`src/rtl/mips_pkg.sv`:
```
// Shared fetch-stage types and constants.
// Imported by the fetch FSM, its buffer and the bench.
package mips_pkg;

  localparam logic [31:0] RESET_PC_DEF = 32'h0000_0000;
  localparam logic [31:0] NOP_INST     = 32'h0000_0000;

  localparam logic [0:0] FS_REQ  = 1'b0;
  localparam logic [0:0] FS_WAIT = 1'b1;

  typedef struct packed {
    logic [31:0] pc;
    logic [31:0] inst;
  } fetch_entry_t;

  function automatic logic [31:0] word_align(
    input logic [31:0] a
  );
    return a & 32'hFFFF_FFFC;
  endfunction

endpackage

```
`src/rtl/inst_fetch_if.sv`:
```
// Handshake bundles of the fetch stage: instruction memory
// on one side, decode on the other.
interface imem_if;
  logic        imem_req_o;
  logic [31:0] imem_addr_o;
  logic        imem_gnt_i;
  logic        imem_rvalid_i;
  logic [31:0] imem_rdata_i;

  modport master (
    output imem_req_o,
    output imem_addr_o,
    input  imem_gnt_i,
    input  imem_rvalid_i,
    input  imem_rdata_i
  );

  modport slave (
    input  imem_req_o,
    input  imem_addr_o,
    output imem_gnt_i,
    output imem_rvalid_i,
    output imem_rdata_i
  );
endinterface

interface id_if;
  logic        id_valid_o;
  logic        id_ready_i;
  logic [31:0] id_inst_o;
  logic [31:0] id_pc_o;

  modport master (
    output id_valid_o,
    input  id_ready_i,
    output id_inst_o,
    output id_pc_o
  );

  modport slave (
    input  id_valid_o,
    output id_ready_i,
    input  id_inst_o,
    input  id_pc_o
  );
endinterface

```
`src/rtl/fetch_fifo.sv`:
```
// DEPTH-entry buffer of {pc, inst} fetch entries.
// Flush beats push and pop in the same cycle.
module fetch_fifo
  import mips_pkg::*;
#(
  parameter  int DEPTH = 2,
  localparam int AW    = $clog2(DEPTH)
) (
  input  logic         clk,
  input  logic         rst,
  input  logic         flush_i,
  input  logic         push_i,
  input  fetch_entry_t entry_i,
  input  logic         pop_i,
  output fetch_entry_t head_o,
  output logic [AW:0]  count_o
);

  localparam logic [AW:0] FULL = DEPTH[AW:0];

  fetch_entry_t  mem_q [DEPTH];
  logic [AW-1:0] wr_ptr_q, wr_ptr_d;
  logic [AW-1:0] rd_ptr_q, rd_ptr_d;
  logic [AW:0]   cnt_q, cnt_d;
  logic          push_en;
  logic          pop_en;

  assign pop_en  = pop_i && (cnt_q != '0);
  assign push_en = push_i && ((cnt_q != FULL) || pop_en);

  always_comb begin
    wr_ptr_d = wr_ptr_q;
    rd_ptr_d = rd_ptr_q;
    cnt_d    = cnt_q;
    if (push_en) wr_ptr_d = wr_ptr_q + 1'b1;
    if (pop_en)  rd_ptr_d = rd_ptr_q + 1'b1;
    unique case ({push_en, pop_en})
      2'b10:   cnt_d = cnt_q + 1'b1;
      2'b01:   cnt_d = cnt_q - 1'b1;
      default: cnt_d = cnt_q;
    endcase
    if (flush_i) begin
      wr_ptr_d = '0;
      rd_ptr_d = '0;
      cnt_d    = '0;
    end
  end

  always_ff @(posedge clk) begin
    if (rst) begin
      wr_ptr_q <= '0;
      rd_ptr_q <= '0;
      cnt_q    <= '0;
    end else begin
      wr_ptr_q <= wr_ptr_d;
      rd_ptr_q <= rd_ptr_d;
      cnt_q    <= cnt_d;
    end
  end

  always_ff @(posedge clk) begin
    if (push_en && !flush_i) begin
      mem_q[wr_ptr_q] <= entry_i;
    end
  end

  assign head_o  = mem_q[rd_ptr_q];
  assign count_o = cnt_q;

endmodule

```
`src/rtl/inst_fetch.sv`:
```
// Fetch sequencer: one outstanding imem request, PC-tagged
// responses buffered for decode, redirects drop stale words.
module inst_fetch
  import mips_pkg::*;
#(
  parameter logic [31:0] RESET_PC = RESET_PC_DEF,
  parameter int          DEPTH    = 2
) (
  input  logic        clk,
  input  logic        rst,
  input  logic        redirect_i,
  input  logic [31:0] redirect_pc_i,
  imem_if.master      imem,
  id_if.master        id
);

  localparam int          AW       = $clog2(DEPTH);
  localparam logic [AW:0] FULL_CNT = DEPTH[AW:0];

  logic [0:0]   state_q, state_d;
  logic [31:0]  fetch_pc_q, fetch_pc_d;
  logic         discard_q, discard_d;

  logic [AW:0]  count;
  fetch_entry_t head;
  fetch_entry_t entry;
  logic         in_req;
  logic         in_wait;
  logic         room;
  logic         req;
  logic         fire;
  logic         rsp;
  logic         push;
  logic         pop;
  logic         valid;

  assign in_req  = (state_q == FS_REQ);
  assign in_wait = (state_q == FS_WAIT);
  assign room    = (count < FULL_CNT);
  assign valid   = (count != '0);

  // Only request with a free slot, so every response fits.
  assign req  = in_req && room && !rst;
  assign fire = req && imem.imem_gnt_i;
  assign rsp  = in_wait && imem.imem_rvalid_i;
  assign push = rsp && !discard_q && !redirect_i;
  assign pop  = valid && id.id_ready_i;

  assign entry.pc   = fetch_pc_q - 32'd4;
  assign entry.inst = imem.imem_rdata_i;

  always_comb begin
    state_d    = state_q;
    fetch_pc_d = fetch_pc_q;
    discard_d  = discard_q;
    unique case (1'b1)
      in_req: begin
        if (fire) begin
          state_d    = FS_WAIT;
          fetch_pc_d = fetch_pc_q + 32'd4;
        end
      end
      in_wait: begin
        if (rsp) begin
          state_d   = FS_REQ;
          discard_d = 1'b0;
        end
      end
      default: ;
    endcase
    // A response already in flight belongs to the old path.
    if (redirect_i) begin
      fetch_pc_d = word_align(redirect_pc_i);
      discard_d  = (in_wait && !imem.imem_rvalid_i) || fire;
    end
  end

  always_ff @(posedge clk) begin
    if (rst) begin
      state_q    <= FS_REQ;
      fetch_pc_q <= RESET_PC;
      discard_q  <= 1'b0;
    end else begin
      state_q    <= state_d;
      fetch_pc_q <= fetch_pc_d;
      discard_q  <= discard_d;
    end
  end

  fetch_fifo #(
    .DEPTH (DEPTH)
  ) u_fifo (
    .clk     (clk),
    .rst     (rst),
    .flush_i (redirect_i),
    .push_i  (push),
    .entry_i (entry),
    .pop_i   (pop),
    .head_o  (head),
    .count_o (count)
  );

  assign imem.imem_req_o  = req;
  assign imem.imem_addr_o = rst ? RESET_PC : fetch_pc_q;

  assign id.id_valid_o = valid;
  assign id.id_inst_o  = valid ? head.inst : NOP_INST;
  assign id.id_pc_o    = valid ? head.pc : 32'h0;

endmodule

```
`src/flat_wrapper.sv`:
```
// flat-port wrapper written by rule: the top's interface ports become plain ports
module inst_fetch_flat import mips_pkg::*;
#(
  parameter logic [31:0] RESET_PC = RESET_PC_DEF,
  parameter int          DEPTH    = 2
)
  (clk, rst, redirect_i, redirect_pc_i, imem_imem_req_o, imem_imem_addr_o, imem_imem_gnt_i, imem_imem_rvalid_i, imem_imem_rdata_i, id_id_valid_o, id_id_ready_i, id_id_inst_o, id_id_pc_o);
  imem_if imem_i ();
  id_if id_i ();
  input  logic clk;
  input  logic rst;
  input  logic redirect_i;
  input  logic [31:0] redirect_pc_i;
  output wire logic [$bits(imem_i.imem_req_o)-1:0] imem_imem_req_o;
  output wire logic [$bits(imem_i.imem_addr_o)-1:0] imem_imem_addr_o;
  input wire logic [$bits(imem_i.imem_gnt_i)-1:0] imem_imem_gnt_i;
  input wire logic [$bits(imem_i.imem_rvalid_i)-1:0] imem_imem_rvalid_i;
  input wire logic [$bits(imem_i.imem_rdata_i)-1:0] imem_imem_rdata_i;
  output wire logic [$bits(id_i.id_valid_o)-1:0] id_id_valid_o;
  input wire logic [$bits(id_i.id_ready_i)-1:0] id_id_ready_i;
  output wire logic [$bits(id_i.id_inst_o)-1:0] id_id_inst_o;
  output wire logic [$bits(id_i.id_pc_o)-1:0] id_id_pc_o;
  assign imem_imem_req_o = imem_i.imem_req_o;
  assign imem_imem_addr_o = imem_i.imem_addr_o;
  assign imem_i.imem_gnt_i = imem_imem_gnt_i;
  assign imem_i.imem_rvalid_i = imem_imem_rvalid_i;
  assign imem_i.imem_rdata_i = imem_imem_rdata_i;
  assign id_id_valid_o = id_i.id_valid_o;
  assign id_i.id_ready_i = id_id_ready_i;
  assign id_id_inst_o = id_i.id_inst_o;
  assign id_id_pc_o = id_i.id_pc_o;
  inst_fetch #(.RESET_PC(RESET_PC), .DEPTH(DEPTH)) u_core (.clk(clk), .rst(rst), .redirect_i(redirect_i), .redirect_pc_i(redirect_pc_i), .imem(imem_i), .id(id_i));
endmodule
```
`config.mk`:
```
export PLATFORM = sky130hd
export DESIGN_NAME = inst_fetch_flat
export DESIGN_NICKNAME = d
export VERILOG_FILES = /design/src/rtl/mips_pkg.sv /design/src/rtl/inst_fetch_if.sv /design/src/rtl/fetch_fifo.sv /design/src/rtl/inst_fetch.sv /design/src/flat_wrapper.sv
export SDC_FILE = /design/constraint.sdc
export NUM_CORES = 1
export LEC_CHECK = 0
export CAP_MARGIN = 30
export CORE_UTILIZATION = 30
export DETAILED_ROUTE_END_ITERATION = 8
export HOLD_SLACK_MARGIN = 0.08
export PLACE_DENSITY_LB_ADDON = 0.12
export SLEW_MARGIN = 20
export SYNTH_ARGS = -nofsm -noshare
export SYNTH_HDL_FRONTEND = slang
export SYNTH_SLANG_ARGS = --single-unit
export TNS_END_PERCENT = 1
```
`constraint.sdc`:
```
create_clock -name clk -period 11.8 [get_ports clk]
set_clock_uncertainty 0.05 [all_clocks]
set_input_delay 2.36 -clock clk [delete_from_list [all_inputs] [get_ports clk]]
set_output_delay 2.36 -clock clk [all_outputs]
set_load 0.05 [all_outputs]
```
# After elaboration in Yosys (flattened, before gate mapping)

Memory sizes are Yosys's and may differ from the RTL's. A register that Yosys moved wholly into a read port is not among the register bits.
Cells that the tools add are included.

Add/subtract/negate cells: 6
Magnitude comparators: 1
Equality and inequality tests: 4
Muxes and demuxes: 17
Bitwise operators: 1
Reduce and logical (&&, ||, !) cells: 26

Operators by type and width:

| kind                  | count |
|---|---|
| $mux 32               | 6 |
| $add 32x3->32 const B | 1 |
| $sub 32x3->32 const B | 1 |
| $logic_and 1x1->1     | 11 |
| $reduce_bool 2->1     | 5 |
| $mux 1                | 9 |
| $reduce_and 2->1      | 3 |
| $logic_not 1->1       | 4 |
| $ne 2x2->1 const B    | 2 |
| $pmux 2 s2            | 1 |
| $add 1x1->1 const B   | 2 |
| $add 2x1->2 const B   | 1 |
| $eq 2x1->1 const B    | 1 |
| $eq 2x2->1 const B    | 1 |
| $logic_or 1x1->1      | 2 |
| $lt 2x2->1 const B    | 1 |
| $pmux 1 s2            | 1 |
| $reduce_or 2->1       | 1 |
| $sub 2x1->2 const B   | 1 |
| $not 1->1             | 1 |

Flip-flop bits (word level): 38
Memory bits (writable): 128
Logic and storage cells: 63
Memories kept: 1

Memory list:

| memory              | words | width | read ports | clocked after memory_dff | write ports | RTL line         | text |
|---|---|---|---|---|---|---|---|
| u_core.u_fifo.mem_q | 2     | 64    | 1          | 1                        | 1           | fetch_fifo.sv:21 | `fetch_entry_t mem_q [DEPTH];` |

# Logic depth before layout (Yosys ltp)

Depth in word-level cells: 8
Gate-level depth with buffers: 7

# Cells and area by module

Synthesis repeated with hierarchy kept, for this count alone.

Cell total of the unflattened synthesis: 653
Area total of the unflattened synthesis: 8055.2 µm²

Modules (own cells, without submodules):

| module     | instances | cells each | area each (µm²) | sequential area each (µm²) |
|---|---|---|---|---|
| fetch_fifo | 1         | 226        | 4897.2          | 3943.8 |
| inst_fetch | 1         | 427        | 3158.0          | 640.6 |

# Worst setup path before layout

OpenSTA, ideal clock, no wires.

Kind: input to register
From: input redirect_i
To: memory u_core.u_fifo.mem_q[0][0] (netlist bit), enable pin
Setup time: 558 ps
Data arrival time: 6986 ps
Slack: 4205 ps
Stages: 3
Buffers on the path: 1
Path through: nand4bb_1 > clkbuf_1 > nor3_1

Longest elaborated chain between the ends: 6

Ends and longest elaborated chain:

| item                             | RTL line                           | text |
|---|---|---|
| from (decl)                      | flat_wrapper.sv:12                 | `input logic redirect_i;` |
| $logic_not 1->1 (*)              | fetch_fifo.sv:62, inst_fetch.sv:46 |  |
| $logic_and 1x1->1                | inst_fetch.sv:46                   | `assign push = rsp && !discard_q && !redirect_i;` |
| $logic_and 1x1->1                | fetch_fifo.sv:29                   | `assign push_en = push_i && ((cnt_q != FULL) \|\| pop_en);` |
| $logic_and 1x1->1 (*)            | fetch_fifo.sv:62                   | `if (push_en && !flush_i) begin` |
| $mux 1 (*)                       | fetch_fifo.sv:62                   |  |
| $mux 1 (implied by the code) (*) | fetch_fifo.sv:63                   | `mem_q[wr_ptr_q] <= entry_i;` |
| to (decl)                        | fetch_fifo.sv:21                   |  |

Every way passes the cells marked *; elsewhere a longest branch is shown, timed or not.

# Worst setup path in the final report

From: input rst
To: output imem_imem_addr_o[18]

Longest elaborated chain between the ends: 1

Ends and longest elaborated chain:

| item        | RTL line           | text |
|---|---|---|
| from (decl) | flat_wrapper.sv:11 | `input logic rst;` |
| $mux 32     | inst_fetch.sv:104  | `assign imem.imem_addr_o = rst ? RESET_PC : fetch_pc_q;` |
| to (decl)   | flat_wrapper.sv:15 | `output wire logic [$bits(imem_i.imem_addr_o)-1:0] imem_imem_addr_o;` |

No other way between the ends.

==> results.ini <==
[logic_synthesis]
synth.avg_cell_area_sq_um = 11.5
synthTopCellsByCount = edfxtp_1 (124), nor2_1 (105), mux2i_1 (64)
synth_ff_type = edfxtp_1
yosys_warnings = 0
synth-edff-count = 124
synthCells = 660
synth_top_area_share_pct = 49.2
yosysTopAreaCell = edfxtp_1
synth.most_common_cell = edfxtp_1
synth_area_leaders = edfxtp_1 (49%), dfxtp_1 (9.8%), mux2i_1 (8.5%)
ys_seq_area_share_pct = 59.0
synthArstFlopShare_pct = 0
yosysUniqueCellTypes = 51
ys_ff_latch = 161
netlist_area_sq_mm = 0.00756

[setup_path]
r2r_slack_ns = 9.18
end_kind = output pin
worst-endpoint-arrival_ns = 3.95
crit_fanout = 71
reg2reg_depth = 4
start_kind = input pin
regToRegStartpoint = u_core.u_fifo.count_o[1]$_SDFFE_PP0P_
r2r_end = u_core.fetch_pc_q[26]$_SDFFE_PP0P_
critPathKind = in -> out
crit_required_ns = 9.39

[clock_tree]
cts-root-buf = clkbuf_16
cts_resized = 0
clkSinkCount = 161
postCtsSetupBuffers = 0
cts_tree = done
cts.path.max_buffers = 2
cts_buffers = 17
htreeDepth = 4
hold_buffers = 0
clk_latency_ns = 0.42
cts.reportedPaths.clkPinSlew_ns = 0.07

[timing]
period_needed_ns = 6.36
worst-slew-pin-transition_ns = 0.899
fin_hold_ws_ns = 0.461
hold_viol = 0
setup_viol = 0
fmax_mhz = 157
fin_crit_sh_pct = 53.9
worst_slew_margin_rel_pct = 40.1
final_max_slew_viol_count = 0
fin_setup_tns_ns = 0
rsz0062_at_grt = no

[layout]
fin_area_sq_mm = 0.0100
nNetsFinal = 871
areaGrowthSynthToFinish_pct = 32.4
diodes = 0
fin_cells = 1136
drive_gt1_share_pct = 7.39
post-route-util_pct = 40.8

[hold_path]
worstHoldEndpoint = u_core.discard_q$_SDFFE_PP0P_
hp-start = u_core.discard_q$_SDFFE_PP0P_
hp-class = reg -> reg
holdPathStages = 2

[global_routing]
grt_pass1_vias = 5505
grt-ovfl-total = 0
grt_usage_pct = 15.5
grt_max_degree = 72
grt_first_pass_wirelength_um = 30600
antenna_found_initial = 2

[floorplan]
ios = 168
fp.dieW_um = 161
rows = 57
initial_utilization_pct = 30.8
core-area_sq_mm = 0.0245
die-area_sq_mm = 0.0259
die_h_um = 161

[power_and_ir_drop]
power.net_switching_uw = 338
comb_power_share_pct = 10.1
clock_power_share_pct = 40.1
seq_power_share_pct = 49.8
p_int_uw = 957
power_density_mw_per_mm2 = 129
p_leak_uw = 0.00312
vdd_drop_max_uv = 72.4
swShare_pct = 26.1

[placed_design]
post-place-cells = 1102
dpl_cell_area_sq_mm = 0.00944
place_hpwl_um = 13000
numPortBuffers = 161
gp_congestion = 0.768

[job]
drv_cap = 0

[drt]
ant_nets = 0
wl_per_cell_um = 17.3
viasPerCell = 4.90
drtIter0Drc = 266
drc = 0
drt_wl_total_um = 19700
vias = 5566
first_pass_iters = 5

[run_status]
status = completed

worst max-delay path by stage:
stage	from	endpoint	slack, ns	depth (start not counted)
2_1_floorplan	redirect_i	u_core.u_fifo.mem_q[0][0]$_DFFE_PP_	4.21	3
3_3_place_gp	rst	imem_imem_addr_o[26]	5.48	4
3_5_place_dp	rst	imem_imem_addr_o[14]	5.44	4
4_1_cts	rst	imem_imem_addr_o[14]	5.44	4
5_1_grt	rst	imem_imem_addr_o[16]	5.35	4
6_report	rst	imem_imem_addr_o[18]	5.44	4
layout make-up:
cell class | count | area, sq um
clock buffer | 17 | 425
timing repair buffer | 173 | 1710
tap | 324 | 405
sequential | 161 | 4470
inverter | 11 | 41.3
clock inverter | 15 | 125
multi-input combinational | 435 | 2840
fill | 2358 | 14500
critical path: stages:
cell and delay [ns]:
buf_2 0.07, buf_4 0.61, nor2b_1 0.13, clkdlybuf4s50_1 0.73
state kept, by name, indices dropped and copies added, names as in the netlist, named ones only:
signal / cells
u_core.u_fifo.count_o: 2
u_core.fetch_pc_q: 30
u_core.in_wait: 1
u_core.u_fifo.mem_q: 124
u_core.discard_q: 1
u_core.u_fifo.wr_ptr_q: 1
u_core.u_fifo.rd_ptr_q: 1
routing by layer:
| metal | vias to the layer above | part of all wire (%) | GRT usage (%) |
|---|---|---|---|
| met3 | 17 | 5.0 | 3.46 |
| met5 | - | 0.066 | 0 |
| li1 | 2686 | - | - |
| met4 | 2 | 1.0 | 4.80 |
| met2 | 155 | 48 | 25.8 |
| met1 | 2706 | 46 | 20.1 |
logic make-up (layout without fill, tap and decap cells):
logic type | Yosys count | count (layout) | share of synthesized area (%)
compound gates | 63 | 63 | 6.02
xor+xnor | 37 | 37 | 4.28
fa+ha+maj | 2 | 2 | 0.331
buf+inv | 67 | 216 | 3.72
flops | 161 | 161 | 59.0
mux | 64 | 64 | 8.47
other cells | 1 | 4 | 0.0496
simple gates | 265 | 265 | 18.1
power by group through the flow:
stage | Sequential [uW] | Combinational, uW | Clock (uW)
after global placement | 657 | 128 | 0
after floorplan | 645 | 88.1 | 0
after CTS | 645 | 132 | 538
after detailed placement | 658 | 131 | 0
after global routing | 648 | 141 | 557
final | 645 | 131 | 520
per-stage QoR:
step	worst slack, ns	power [uW]
2_1_floorplan	4.21	733
3_3_place_gp	5.48	786
3_5_place_dp	5.44	789
4_1_cts	5.44	1320
5_1_grt	5.35	1350
6_report	5.44	1300
cell usage in the layout (no fill, tap or decap), types with 4 or more instances in the layout:
cell type and count:
clkdlybuf4s50_1 160, xnor2_1 27, o31ai_1 10, nor2_1 104, buf_4 10, nand4_1 10, a211oi_1 8, dfxtp_1 36
a31oi_1 4, nor3_1 17, inv_1 11, o21ai_0 8, nand3_1 17, nor4_1 8, or3_1 11, nand2_1 24
a21oi_1 7, edfxtp_1 124, or2_2 5, or4_1 16, nand4b_1 4, xor2_1 10, mux2i_1 64, conb_1 4
a311oi_1 13, inv_6 6, clkbuf_16 17, nor2b_1 24
(Power assumes the default switching activity.)
